--- config.mk ---
export PLATFORM = sky130hd
export DESIGN_NAME = graph_mem_server
export DESIGN_NICKNAME = d
export VERILOG_FILES = /design/src/rtl/graph_mem_server.sv
export SDC_FILE = /design/constraint.sdc
export NUM_CORES = 1
export LEC_CHECK = 0
export ABC_AREA = 1
export ABC_CLOCK_PERIOD_IN_PS = 4900
export CAP_MARGIN = 20
export CORE_MARGIN = 1
export CORE_UTILIZATION = 40
export DETAILED_ROUTE_END_ITERATION = 6
export GPL_TIMING_DRIVEN = 0
export SYNTH_ARGS = -nofsm -noshare
export SYNTH_HDL_FRONTEND = slang
export SYNTH_SLANG_ARGS = --single-unit
--- constraint.sdc ---
create_clock -name clk_in -period 4.9 [get_ports clk_in]
set_input_delay 0.98 -clock clk_in [delete_from_list [all_inputs] [get_ports clk_in]]
set_output_delay 0.98 -clock clk_in [all_outputs]
set_load 0.02 [all_outputs]
--- src/rtl/graph_mem_server.sv ---
// Responder for graph read requests: issues BRAM reads, tags them through a
// fixed-latency pipeline and returns in-order responses under credit flow control.
module graph_mem_server #(
  parameter int PROC_BITS  = 4,
  parameter int DATA_SIZE  = 32,
  parameter int DEPTH      = 1024,
  parameter int RD_LAT     = 2,
  parameter int FIFO_DEPTH = 8
) (
  input  logic                     clk_in,
  input  logic                     rst_in,
  input  logic                     req_valid_in,
  output logic                     req_ready_out,
  input  logic [31:0]              req_addr_in,
  input  logic [PROC_BITS-1:0]     req_src_in,
  output logic [$clog2(DEPTH)-1:0] mem_addr_out,
  output logic                     mem_en_out,
  input  logic [DATA_SIZE-1:0]     mem_data_in,
  output logic                     resp_valid_out,
  input  logic                     resp_ready_in,
  output logic [PROC_BITS-1:0]     resp_dst_out,
  output logic [DATA_SIZE-1:0]     resp_data_out,
  output logic                     resp_err_out,
  output logic                     busy_out
);

  localparam int ADDR_W = $clog2(DEPTH);
  localparam int PTR_W  = $clog2(FIFO_DEPTH);
  localparam int CNT_W  = $clog2(FIFO_DEPTH + 1);
  localparam logic [CNT_W-1:0] CNT_FULL = CNT_W'(FIFO_DEPTH);
  localparam logic [31:0]      DEPTH_W  = 32'(DEPTH);

  logic fire, req_err, push, pop;

  logic [CNT_W-1:0] cnt_q, cnt_d;

  logic [RD_LAT-1:0]                 pipe_vld_q, pipe_vld_d;
  logic [RD_LAT-1:0]                 pipe_err_q, pipe_err_d;
  logic [RD_LAT-1:0][PROC_BITS-1:0]  pipe_src_q, pipe_src_d;

  logic [DATA_SIZE-1:0] fifo_data_q [FIFO_DEPTH];
  logic [DATA_SIZE-1:0] fifo_data_d [FIFO_DEPTH];
  logic [PROC_BITS-1:0] fifo_dst_q  [FIFO_DEPTH];
  logic [PROC_BITS-1:0] fifo_dst_d  [FIFO_DEPTH];
  logic [FIFO_DEPTH-1:0] fifo_err_q, fifo_err_d;
  logic [PTR_W-1:0] wr_ptr_q, wr_ptr_d, rd_ptr_q, rd_ptr_d;
  logic [CNT_W-1:0] fifo_cnt_q, fifo_cnt_d;

  // Credits cover both the read pipeline and the FIFO, so a push always has room.
  assign req_ready_out  = ~rst_in & (cnt_q < CNT_FULL);
  assign req_err        = (req_addr_in >= DEPTH_W);
  assign fire           = req_valid_in & req_ready_out;
  assign mem_en_out     = fire & ~req_err;
  assign mem_addr_out   = fire ? req_addr_in[ADDR_W-1:0] : '0;
  assign busy_out       = ~rst_in & (cnt_q != '0);
  assign resp_valid_out = ~rst_in & (fifo_cnt_q != '0);
  assign pop            = resp_valid_out & resp_ready_in;
  assign push           = pipe_vld_q[RD_LAT-1];

  assign resp_dst_out  = resp_valid_out ? fifo_dst_q[rd_ptr_q]  : '0;
  assign resp_data_out = resp_valid_out ? fifo_data_q[rd_ptr_q] : '0;
  assign resp_err_out  = resp_valid_out & fifo_err_q[rd_ptr_q];

  always_comb begin
    cnt_d = cnt_q;
    if (fire && !pop) begin
      cnt_d = cnt_q + CNT_W'(1);
    end else if (pop && !fire) begin
      cnt_d = cnt_q - CNT_W'(1);
    end
  end

  always_comb begin
    pipe_vld_d    = pipe_vld_q;
    pipe_err_d    = pipe_err_q;
    pipe_src_d    = pipe_src_q;
    pipe_vld_d[0] = fire;
    pipe_err_d[0] = req_err;
    pipe_src_d[0] = req_src_in;
    for (int i = 1; i < RD_LAT; i++) begin
      pipe_vld_d[i] = pipe_vld_q[i-1];
      pipe_err_d[i] = pipe_err_q[i-1];
      pipe_src_d[i] = pipe_src_q[i-1];
    end
  end

  // Out-of-range tags discard whatever the BRAM returns and enqueue zero data.
  always_comb begin
    fifo_data_d = fifo_data_q;
    fifo_dst_d  = fifo_dst_q;
    fifo_err_d  = fifo_err_q;
    wr_ptr_d    = wr_ptr_q;
    rd_ptr_d    = rd_ptr_q;
    fifo_cnt_d  = fifo_cnt_q;
    if (push) begin
      fifo_data_d[wr_ptr_q] = pipe_err_q[RD_LAT-1] ? '0 : mem_data_in;
      fifo_dst_d[wr_ptr_q]  = pipe_src_q[RD_LAT-1];
      fifo_err_d[wr_ptr_q]  = pipe_err_q[RD_LAT-1];
      wr_ptr_d              = wr_ptr_q + PTR_W'(1);
    end
    if (pop) begin
      rd_ptr_d = rd_ptr_q + PTR_W'(1);
    end
    if (push && !pop) begin
      fifo_cnt_d = fifo_cnt_q + CNT_W'(1);
    end else if (pop && !push) begin
      fifo_cnt_d = fifo_cnt_q - CNT_W'(1);
    end
  end

  always_ff @(posedge clk_in) begin
    if (rst_in) begin
      cnt_q      <= '0;
      pipe_vld_q <= '0;
      pipe_err_q <= '0;
      pipe_src_q <= '0;
      fifo_err_q <= '0;
      wr_ptr_q   <= '0;
      rd_ptr_q   <= '0;
      fifo_cnt_q <= '0;
    end else begin
      cnt_q      <= cnt_d;
      pipe_vld_q <= pipe_vld_d;
      pipe_err_q <= pipe_err_d;
      pipe_src_q <= pipe_src_d;
      fifo_err_q <= fifo_err_d;
      wr_ptr_q   <= wr_ptr_d;
      rd_ptr_q   <= rd_ptr_d;
      fifo_cnt_q <= fifo_cnt_d;
    end
  end

  // Payload storage needs no reset; occupancy alone decides what is visible.
  always_ff @(posedge clk_in) begin
    fifo_data_q <= fifo_data_d;
    fifo_dst_q  <= fifo_dst_d;
  end

endmodule
## Yosys cells after proc, flatten, opt, wreduce, memory -nomap -nowiden

Cells that the tools add are included.

| storage, ports and cells | value |
|---|---|
| bits in registers | 322 |
| input bits | 72 |
| output and inout port bits | 51 |
| word-level logic and storage cells | 88 |

| operators by class | value |
|---|---|
| add/sub/neg operators | 6 |
| order comparisons | 8 |
| muxes and demuxes | 25 |
| bitwise operators | 11 |
| reductions and logical operators | 13 |

Operator list:

| cell | number |
|---|---|
| bitwise mux 256 bit | 1 |
| 2-to-1 mux 32 bit | 5 |
| binary-select mux 32 bit (select 3 bit) | 1 |
| demux 32 bit (select 3 bit) | 1 |
| bitwise mux 32 bit | 1 |
| >= comparator 32 x 11 -> 1 bit (second input constant) | 1 |
| 2-to-1 mux 4 bit | 8 |
| binary-select mux 4 bit (select 3 bit) | 1 |
| demux 4 bit (select 3 bit) | 1 |
| 2-to-1 mux 10 bit | 1 |
| adder 4 x 1 -> 4 bit (second input constant) | 2 |
| bitwise mux 8 bit | 1 |
| >= comparator 4 bit (second input constant) | 2 |
| less-than comparator 3 x 4 -> 1 bit (second input constant) | 2 |
| NOT 3 -> 4 bit | 2 |
| nonzero test 4 bit | 2 |
| subtractor 4 x 1 -> 4 bit (second input constant) | 2 |
| bitwise AND 1 bit | 7 |
| adder 3 x 1 -> 3 bit (second input constant) | 2 |
| logical AND 1 bit | 6 |
| less-than comparator 4 x 1 -> 1 bit (second input constant) | 1 |
| less-than comparator 4 bit (second input constant) | 1 |
| nonzero test 2 bit | 2 |
| binary-select mux 1 bit (select 3 bit) | 1 |
| other kinds (5) | 9 |

## Logic depth before layout (Yosys ltp)

| depth | value |
|---|---|
| depth after elaboration | 7 |
| mapped depth | 14 |

## Worst setup path before layout

No wires, ideal clock.

| timing path | value |
|---|---|
| path kind | input to output |
| start point | input rst_in |
| end point | output mem_addr_out[1] |
| data arrival time | 1983 ps |
| required time | 3920 ps |
| path slack | 1937 ps |
| cell stages on the path | 4 |
| path through | nor2_1 > nand2_1 > clkbuf_1 > nor2_1 |

| on the way | value |
|---|---|
| longest elaborated chain between the ends | 4 |

Ends and longest elaborated chain:

| element | line | RTL |
|---|---|---|
| start: declaration | 11 | `input logic rst_in,` |
| NOT 1 bit | 50 | `assign req_ready_out = ~rst_in & (cnt_q < CNT_FULL);` |
| bitwise AND 1 bit | 50 |  |
| bitwise AND 1 bit | 52 | `assign fire = req_valid_in & req_ready_out;` |
| 2-to-1 mux 10 bit | 54 | `assign mem_addr_out = fire ? req_addr_in[ADDR_W-1:0] : '0;` |
| end: declaration | 16 | `output logic [$clog2(DEPTH)-1:0] mem_addr_out,` |

No other way between the ends.

## Worst setup path after layout

| timing path | value |
|---|---|
| start point | input rst_in |
| end point | output resp_data_out[19] |

| on the way | value |
|---|---|
| longest elaborated chain between the ends | 3 |

Ends and longest elaborated chain:

| element | line | RTL |
|---|---|---|
| NOT 1 bit | 56 | `assign resp_valid_out = ~rst_in & (fifo_cnt_q != '0);` |
| bitwise AND 1 bit | 56 |  |
| 2-to-1 mux 32 bit | 61 | `assign resp_data_out = resp_valid_out ? fifo_data_q[rd_ptr_q] : '0;` |
| end: declaration | 22 | `output logic [DATA_SIZE-1:0] resp_data_out,` |

No other way between the ends.

==> run metrics <==
Mean Syn Cell Area 10.7 um2; Row Count 66; CP Launch Type primary input; Overflow after GRT 0; Die W 185 um; gpl congestion 0.747; Crit Path Max Fanout 10; CP Capture Type primary output; max-cap violations 0; fin nets 1496; fmax 229 MHz; min-delay worst type reg -> reg; Post-CTS Setup Repair Bufs 0; Initial Utilization 40.9%; DRT Pass-1 Iters 5; Post-Syn Nets 1329; most frequent cells in the layout nor2_1 (420), edfxtp_1 (288), o21ai_0 (178); Lkg Pwr 0.00596 uW; status completed; Slew HR 48.3%; Root Driver clkbuf_16; via count 9337; GRT Overall Usage 19.6%; area of the core 32700 um2; critical path class in -> out; commonest non-fill, non-tap cell in the layout nor2_1; PnR Total Power 6960 uW; proportion of netlist area held by the largest area contributor 64.6%; initial antenna violation count 0; H-tree levels 2; post-route ant nets 0; Final period util 89.2%; Max VDD drop 0.252 mV; vias per inst 4.97; global-route wire length before repair 50.2 mm; vias in the first global route 8885; wire length per cell 17.5 um; DPL Wire Length 20.8 mm; DP Cell Count 1819; CTS Hold Bufs 0; worst slew pin tran 774 ps; Total Wirelength 33.0 mm; Area Growth Syn to Fin 23.7%; unrepaired setup endpoints after global routing false; post-synthesis sequential area ratio 69.7%; I/O pin cnt 123; number of hold violations in the final report 0; Post-Synthesis Cells 1247; mapped cell area 13400 um2; TritonCTS Buffers 35; PortBufs 122; share of layout cells above drive strength 1 7.09%; CTS tree yes; area leader, netlist edfxtp_1; clk_lat worst skew 510 ps; DRT iter0 DRCs 607; #FFs+latches synth 322; CTS resizes 0; die span in y 185 um; final setup fails 0; top cells by area, synth edfxtp_1 (65%), nor2_1 (12%), o21ai_0 (6.7%), dfxtp_1 (5.1%), inv_1 (2.1%); Reg clk slew, reported paths 50 ps; Synth Warn # 0; setup TNS 0 ps; Non-Filler Instances 1880; worst stage delay on the critical path 660 ps; final count of pins violating max slew 0; Synth cell types 21; n_diodes 0; CP max stage cell clkdlybuf4s50_1; pin count of the biggest net entering global routing 26; CP cell instances clkdlybuf4s50_1 -> inv_1 -> nand2_1 -> inv_1 -> buf_2 -> buf_2 -> nand2_1 -> nor2_1 -> clkdlybuf4s50_1; PD cells 421 nW/um2; DIE AREA 34200 um2; Worst Clk Skew 10.1 ps; WP data required 3920 ps; Max Buffers Root-to-Sink 3; Worst Path Arrival 3390 ps; DRC viols 0; # clock sinks 322; Final min period 4370 ps
registers in the layout, summed over array words and instances (netlist names), 4 cells and up:
register / flops
fifo_dst_q: 32
fifo_cnt_q: 4
fifo_err_q: 8
fifo_data_q: 256
pipe_src_d: 4
pipe_src_q: 4
cnt_q: 4
routing by layer:
layer / vias to the layer above / global-route usage (%) / routed length (um)
met1: 4430 / 26.5 / 14600
met5: - / 0 / 0
met4: 0 / 4.96 / 582
met3: 44 / 3.20 / 2100
met2: 324 / 33.0 / 15700
li1: 4539 / - / -
report_power, final:
| part | switching (uW) | internal, uW |
|---|---|---|
| clock | 1030 | 1630 |
| sequential | 36.3 | 3050 |
| combinational | 764 | 459 |
| total | 1830 | 5140 |
layout make-up:
cell class / instances / area, um2
Buffer: 68 / 373
Clock buffer: 46 / 990
Clock inverter: 15 / 175
Fill cell: 2942 / 16200
Inverter: 77 / 289
Multi-Input combinational cell: 780 / 3440
Sequential cell: 322 / 9330
Tap cell: 442 / 553
Timing Repair Buffer: 130 / 1400
Yosys cell counts:
| cell type | count |
|---|---|
| nand2_1 | 74 |
| o21ai_0 | 178 |
| buf_4 | 5 |
| dfxtp_1 | 34 |
| buf_2 | 13 |
| buf_6 | 11 |
| nand3_1 | 42 |
| xor2_1 | 5 |
| nand4_1 | 2 |
| a21oi_1 | 8 |
| inv_2 | 3 |
| edfxtp_1 | 288 |
| inv_1 | 74 |
| or2_2 | 3 |
| ha_1 | 8 |
| o21ai_1 | 21 |
| nor3_1 | 10 |
| clkbuf_1 | 34 |
| fa_1 | 2 |
| nor2_1 | 427 |
| buf_1 | 5 |
worst paths after layout:
kind	start	to	slack, ps	cells after the start
worst max register to register	fifo_cnt_q[0]$_SDFFE_PP0P_	cnt_q[3]$_SDFFE_PP0P_	2590	12
worst max-delay path	rst_in	resp_data_out[19]	530	9
worst min-delay path	pipe_vld_q[0]$_SDFF_PP0_	pipe_vld_q[1]$_SDFF_PP0_	400	2
worst min register to register	pipe_vld_q[0]$_SDFF_PP0_	pipe_vld_q[1]$_SDFF_PP0_	400	2
metrics by stage:
stage | instance area [um2] | util, % | setup slack, ps | hold slack, ps
final | 16500 | 50.6 | 529 | 401
after floorplan | 13400 | - | 1940 | 388
after CTS | 16500 | 50.6 | 529 | 402
after detailed placement | 15400 | 47.0 | 530 | 394
after global placement | 15200 | 46.3 | 495 | 389
after global routing | 16500 | 50.6 | 391 | 424
cells by family after synthesis:
| group | count (synthesis) | share of synthesized area, % |
|---|---|---|
| AO/OA/AOI/OAI | 207 | 7.74 |
| XOR/XNOR | 5 | 0.327 |
| adder cells (fa/ha/maj) | 10 | 1.05 |
| buffers and inverters | 145 | 4.95 |
| flip-flops | 322 | 69.7 |
| AND/OR/NAND/NOR | 558 | 16.2 |
critical path: cells and delay by family:
family                 cells  cell delay [ps]
buffers and inverters      6             1990
AND/OR/NAND/NOR            3              410
Note: power is estimated with default switching activity, not from simulation.
